$ cat src/rtl/pc_ir_unit.sv
// pc_ir_unit: program counter, fetch buffer and instruction register for the multicycle datapath
module pc_ir_unit #(
    parameter int                ADDR_W   = 8,
    parameter logic [ADDR_W-1:0] RESET_PC = '0
) (
    input  logic              i_clk,
    input  logic              i_rst,
    input  logic              i_escir,
    input  logic              i_esccp,
    input  logic              i_esccondcp,
    input  logic [1:0]        i_fontecp,
    input  logic [ADDR_W-1:0] i_alu_res,
    input  logic              i_zero,
    input  logic              i_imem_ack,
    input  logic [15:0]       i_imem_data,
    output logic              o_imem_req,
    output logic [ADDR_W-1:0] o_imem_addr,
    output logic [ADDR_W-1:0] o_pc,
    output logic [3:0]        o_codop,
    output logic [3:0]        o_rd,
    output logic [3:0]        o_rs,
    output logic [3:0]        o_rt,
    output logic              o_ir_valid,
    output logic [15:0]       o_retired
);
    localparam logic [1:0] S_FETCH = 2'd0;
    localparam logic [1:0] S_READY = 2'd1;
    localparam logic [1:0] S_EXEC  = 2'd2;

    logic [1:0]        r_state;
    logic [ADDR_W-1:0] r_pc;
    logic [15:0]       r_ir;
    logic [15:0]       r_fbuf;
    logic [15:0]       r_retired;
    logic [ADDR_W-1:0] w_seq;
    logic [ADDR_W-1:0] w_off;
    logic [ADDR_W-1:0] w_br;
    logic [ADDR_W-1:0] w_next_pc;
    logic              w_pc_wr;

    // Next-PC selection: ESCCP follows FONTECP, a lone ESCCONDCP branches on ZERO
    always_comb begin
        w_seq     = r_pc + ADDR_W'(1);
        w_off     = ADDR_W'($signed(r_ir[3:0]));
        w_br      = w_seq + w_off;
        w_pc_wr   = (r_state == S_EXEC) && (i_esccp || i_esccondcp);
        w_next_pc = !i_esccp         ? (i_zero ? w_br : w_seq) :
                    i_fontecp == 2'b00 ? i_alu_res :
                    i_fontecp == 2'b01 ? w_br :
                    i_fontecp == 2'b10 ? r_ir[ADDR_W-1:0] : r_pc;
    end

    // Fetch / ready / execute sequencing; strobes outside their state are ignored
    always_ff @(posedge i_clk) begin
        if (i_rst) begin
            r_state   <= S_FETCH;
            r_pc      <= RESET_PC;
            r_ir      <= '0;
            r_fbuf    <= '0;
            r_retired <= '0;
        end else if (r_state == S_FETCH && i_imem_ack) begin
            r_fbuf  <= i_imem_data;
            r_state <= S_READY;
        end else if (r_state == S_READY && i_escir) begin
            r_ir    <= r_fbuf;
            r_state <= S_EXEC;
        end else if (w_pc_wr) begin
            r_pc      <= w_next_pc;
            r_retired <= r_retired + 16'd1;
            r_state   <= S_FETCH;
        end else if (r_state == 2'd3) begin
            r_state <= S_FETCH;
        end
    end

    assign o_imem_req  = (r_state == S_FETCH) && !i_rst;
    assign o_imem_addr = r_pc;
    assign o_pc        = r_pc;
    assign o_codop     = r_ir[15:12];
    assign o_rd        = r_ir[11:8];
    assign o_rs        = r_ir[7:4];
    assign o_rt        = r_ir[3:0];
    assign o_ir_valid  = (r_state == S_READY);
    assign o_retired   = r_retired;
endmodule

$ cat config.mk
export PLATFORM = sky130hd
export DESIGN_NAME = pc_ir_unit
export DESIGN_NICKNAME = d
export VERILOG_FILES = /design/src/rtl/pc_ir_unit.sv
export SDC_FILE = /design/constraint.sdc
export NUM_CORES = 1
export LEC_CHECK = 0
export BUFFER_PORTS_ARGS = -buffer_cell sky130_fd_sc_hd__buf_2
export CORE_UTILIZATION = 42
export CTS_BUF_LIST = sky130_fd_sc_hd__clkbuf_8
export CTS_CLUSTER_SIZE = 30
export DETAILED_ROUTE_END_ITERATION = 7
export HOLD_SLACK_MARGIN = 0.06
export PLACE_DENSITY = 0.66
export SYNTH_ARGS = -nofsm -noshare
export SYNTH_HDL_FRONTEND = slang
export SYNTH_SLANG_ARGS = --single-unit
$ cat constraint.sdc
create_clock -name i_clk -period 2.8 [get_ports i_clk]
set_input_delay 0.56 -clock i_clk [delete_from_list [all_inputs] [get_ports i_clk]]
set_output_delay 0.56 -clock i_clk [all_outputs]
set_load 0.02 [all_outputs]
# After elaboration in Yosys (flattened, before gate mapping)
# Index checks and enable logic that the tools add are counted.
# W data, S select, Z words.
# word_totals
elab_cells,40
latch_bits,0
mem_bits_ro,0
ramBits,0
register_bits,58
input_bits,33
mem_count,0
out_inout_bits,50
# classes
reduce_logical,14
muxes,9
order_cmp,0
bitwise_logic,2
n_shift,0
mul,0
n_addsub,3
eq_ne,6
div,0
# op_table
op,count
$mux W8,5
$add A16 B1 Y16 const B,1
$add A8 B1 Y8 const B,1
$add A8 B8 Y8,1
$eq A2 B2 Y1 const B,3
$mux W2,3
$eq A2 B1 Y1 const B,2
$logic_and A1 B1 Y1,4
$logic_not A2 Y1,2
$ne A4 B1 Y1 const B,1
$reduce_and A4 Y1,1
$reduce_bool A4 Y1,1
$reduce_and A3 Y1,1
$reduce_bool A3 Y1,1
$not A1 Y1,2
$reduce_and A2 Y1,1
$reduce_or A2 Y1,1
$logic_not A1 Y1,1
$logic_or A1 B1 Y1,1
$mux W1,1

# Logic depth before layout (Yosys ltp)
# depth
word_depth,5
depth_mapped,11

# Least setup slack after synthesis
# No wires, ideal clock.
# synth_path
path_kind,register to register
startpoint,"register r_pc[0], in the netlist o_imem_addr[0]"
endpoint,"register r_pc[6], in the netlist o_imem_addr[6]"
path_stages_with_launch,9
path_buffers,0
t_required_ns,2.665
synth_period_minus_slack_ns,2.499
arrival_time_ns,2.365
slack_ns,0.301
setup_ns,0.135
path_cell_list,dfxtp_1 > ha_1 > fa_1 > a21o_1 > a211oi_2 > o21bai_1 > xor2_1 > a2111oi_1 > nor4_1
# synth_between
elab_chain_cells,5
word_cells_on_any_way,6
cone_classes,add/sub (2); mux (4)
# synth_lines
item,line,source
start: declaration,31,logic [ADDR_W-1:0] r_pc;
start signal: assignment,68,r_pc <= w_next_pc;
$add A8 B1 Y8 *,43,w_seq = r_pc + ADDR_W'(1);
$add A8 B8 Y8,45,w_br = w_seq + w_off;
$mux W8,49,i_fontecp == 2'b01 ? w_br :
$mux W8,48,i_fontecp == 2'b00 ? i_alu_res :
$mux W8 *,47,w_next_pc = !i_esccp ? (i_zero ? w_br : w_seq) :
# Every way passes the cells marked *; elsewhere a longest branch is shown, timed or not.
# A chain may end at the register's enable or synchronous reset.

# Worst setup path in the final report
# layout_path
startpoint,"register r_pc[1], in the netlist o_imem_addr[1]"
endpoint,"register r_pc[7], in the netlist o_imem_addr[7]"
# Same word-level chain as after synthesis.

==> results.ini <==
[route]
wl_um=7481
vias=2809
ant_nets=0
drtIter0Drc=247
vias_per_cell=5.061
drcViolationCount=0
wl_per_cell_um=13.48
dr.pass1.iters=4

[sta]
min_period_ps=2529
fmax_mhz=395.4
hold_violations=0
setup-violations-final=0
relSlewSlack=0.5817
worst_pin_slew_ps=627.5
skew_ps=6.577
tns_ps=0
setup_ws_ps=270.7
whs_ps=446.4
timing.final.crit_share=0.9033
slew_viol_final=0
grt_setup_unrepaired=no

[floorplanning]
die_y_um=87.59
die_area_um2=7672
die_x_um=87.59
core-area_um2=6944
num_rows=30
ioPinCount=83
start_util=0.4431

[synth]
synth.avg_cell_area_um2=7.930
synth-main-ff-cell=dfxtp_1
async_flop_share=0
ys.warnings.count=0
seq_area_frac_synth=0.3774
yosysUniqueCellTypes=51
synth_edf_count=0
syn-num-nets=434
ys_ff_latch=58
synth_area_um2=3077
netlist_instances=388

[grt]
grt_max_degree=35
antenna_found_initial=0
grt_pass1_vias=2476
grtUsageTotal=0.2041
grt_first_pass_wirelength_um=12050
gr-total-overflow=0

[clocking]
clockBufferDepth=2
cts_hold_buffers=0
cts_tree=built
post_cts_buffers=0
cts.clk_slew.worst_paths_ps=70
cts_sinks=58
cts.htree.levels=3
cts_resized=0
cts_buffers=9
cts-root-buf=clkbuf_8
clk_latency_ps=340

[critical_path]
cp_num_buf_inv=0
crit_path_frequent_cell=ha_1
cp-start-kind=register
end_kind=register
critPathRequiredTime_ps=3030
r2r_slack_ps=270
crit_family=compound AO/OA/AOI/OAI gates
cp_max_fo=7
crit_slowest_cell=dfxtp_1
slowest_delay_ps=440
path_class=reg2reg
crit_chain=ha_1 -> nand3_1 -> xnor2_1 -> ha_1 -> a21oi_1 -> o21a_2 -> mux2i_1 -> o22a_1 -> o22ai_1 -> a211o_1
crit_arrival_ps=2760

[placed_design]
gp_congestion=0.8951
dp_slack_ps=303.3
dp_hpwl_um=5171
portBuffers=82

[outcome]
status=complete, no violations

[finish]
synthToLayoutAreaGrowth_pct=18.30
fillers=683
nets=500
num_antenna_cells=0
drive_gt1_frac=0.2440

[power]
leakage_nw=1.583
ir_drop_uv=379.6
p_per_area_nw_per_um2=480.5

[worst_hold_path]
hold_path_class=reg2reg

[flow_run]
cap_violations=0

-- cells in the final DEF, fill, tap and decap left out, types with 3 or more instances in the layout --
cell type  instances
nand3_1           12
nand4_1            7
dfxtp_1           58
mux2i_1            5
clkbuf_8          10
nor2_1            27
inv_1              9
buf_4              3
ha_1              12
o211ai_1           6
xor2_1            14
and3_1             3
nor3_1             4
a211oi_1           5
xnor2_1           10
o21ai_1            3
a21oi_1           49
nand2_1           85
o21ai_0            9
nand2b_1           4
buf_2             82
-- cell families (layout without fill, tap and decap cells) --
| group | Yosys count | after routing | synth area share |
|---|---|---|---|
| flip-flops | 58 | 58 | 0.3774 |
| multiplexers | 7 | 7 | 0.02359 |
| buffers and inverters | 39 | 110 | 0.06629 |
| AND/OR/NAND/NOR | 157 | 157 | 0.2290 |
| AO/OA/AOI/OAI | 89 | 89 | 0.1749 |
| adder cells (fa/ha/maj) | 13 | 13 | 0.05531 |
| XOR/XNOR | 25 | 25 | 0.07361 |
-- cell usage after synthesis (2+ instances only) --
cell type | number | area (um2)
a211oi_1 | 5 | 37.54
a21oi_1 | 49 | 245.2
and3_1 | 3 | 18.77
inv_1 | 9 | 33.78
o21ai_0 | 10 | 50.05
a21o_1 | 2 | 15.01
clkbuf_1 | 14 | 52.55
o21ai_1 | 2 | 10.01
nand3b_1 | 2 | 15.01
o211ai_1 | 6 | 45.04
xor2_1 | 14 | 122.6
o22ai_1 | 2 | 12.51
nand2b_1 | 4 | 25.02
nand3_1 | 12 | 60.06
nor3b_1 | 2 | 15.01
xnor2_1 | 10 | 87.58
mux2_2 | 2 | 22.52
mux2i_1 | 5 | 50.05
a211o_1 | 2 | 17.52
dfxtp_1 | 58 | 1161
buf_2 | 4 | 20.02
nor2_1 | 27 | 101.4
a211oi_2 | 2 | 25.02
ha_1 | 12 | 150.1
nor3_1 | 4 | 20.02
and2_1 | 2 | 12.51
buf_4 | 8 | 60.06
nand2_1 | 85 | 319.1
buf_6 | 3 | 33.78
nand4_1 | 7 | 43.79
-- registers in the layout, indices dropped and copies added (netlist names) --
| register | cells |
|---|---|
| r_state | 2 |
| r_ir | 16 |
| o_retired | 16 |
| r_fbuf | 16 |
| o_imem_addr | 8 |
-- worst reg2reg max path, delay by kind of cell, from the launching register on --
family / cells / cell delay [ps]
muxes: 1 / 230
AOI/OAI and AO/OA: 5 / 870
xor gates and xnor gates: 1 / 210
and+or+nand+nor: 1 / 110
DFF: 1 / 440
adders and majority gates: 2 / 560
-- layer usage --
metal	up-vias	routed length, um	track usage
met5	-	0	0
met4	0	122	0.08495
met3	8	445	0.04995
met2	86	3128	0.2884
met1	1260	3785	0.2955
li1	1455	-	-
-- cell type report --
class / count / area (um2) / area share
Multi-Input combinational cell: 291 / 1712 / 0.4703
Sequential cell: 58 / 1161 / 0.3190
Clock buffer: 10 / 137.6 / 0.03781
Clock inverter: 6 / 42.54 / 0.01169
Inverter: 9 / 33.78 / 0.009282
Timing Repair Buffer: 85 / 432.9 / 0.1189
Tap cell: 96 / 120.1 / 0.03300
-- stage by stage --
step	power, mW	area (um2)	cells	utilization
2_1_floorplan	1.004	3077	388	-
3_3_place_gp	1.057	3460	539	0.4982
3_5_place_dp	1.058	3460	539	0.4982
4_1_cts	1.767	3640	555	0.5241
5_1_grt	1.826	3640	555	0.5241
6_report	1.749	3640	555	0.5241
-- power by group --
group	internal [mW]	switching, mW
clock	0.344	0.364
combinational	0.0649	0.114
sequential	0.847	0.0149
-- worst paths after layout --
| path | start | endpoint | depth (start not counted) |
|---|---|---|---|
| setup reg to reg | o_imem_addr[1] | o_imem_addr[7] | 10 |
| setup / recovery | o_imem_addr[1] | o_imem_addr[7] | 10 |
| hold reg to reg | r_fbuf[3] | r_ir[3] | 2 |
| hold / removal | r_fbuf[3] | r_ir[3] | 2 |
Note: power is estimated with default switching activity, not from simulation.
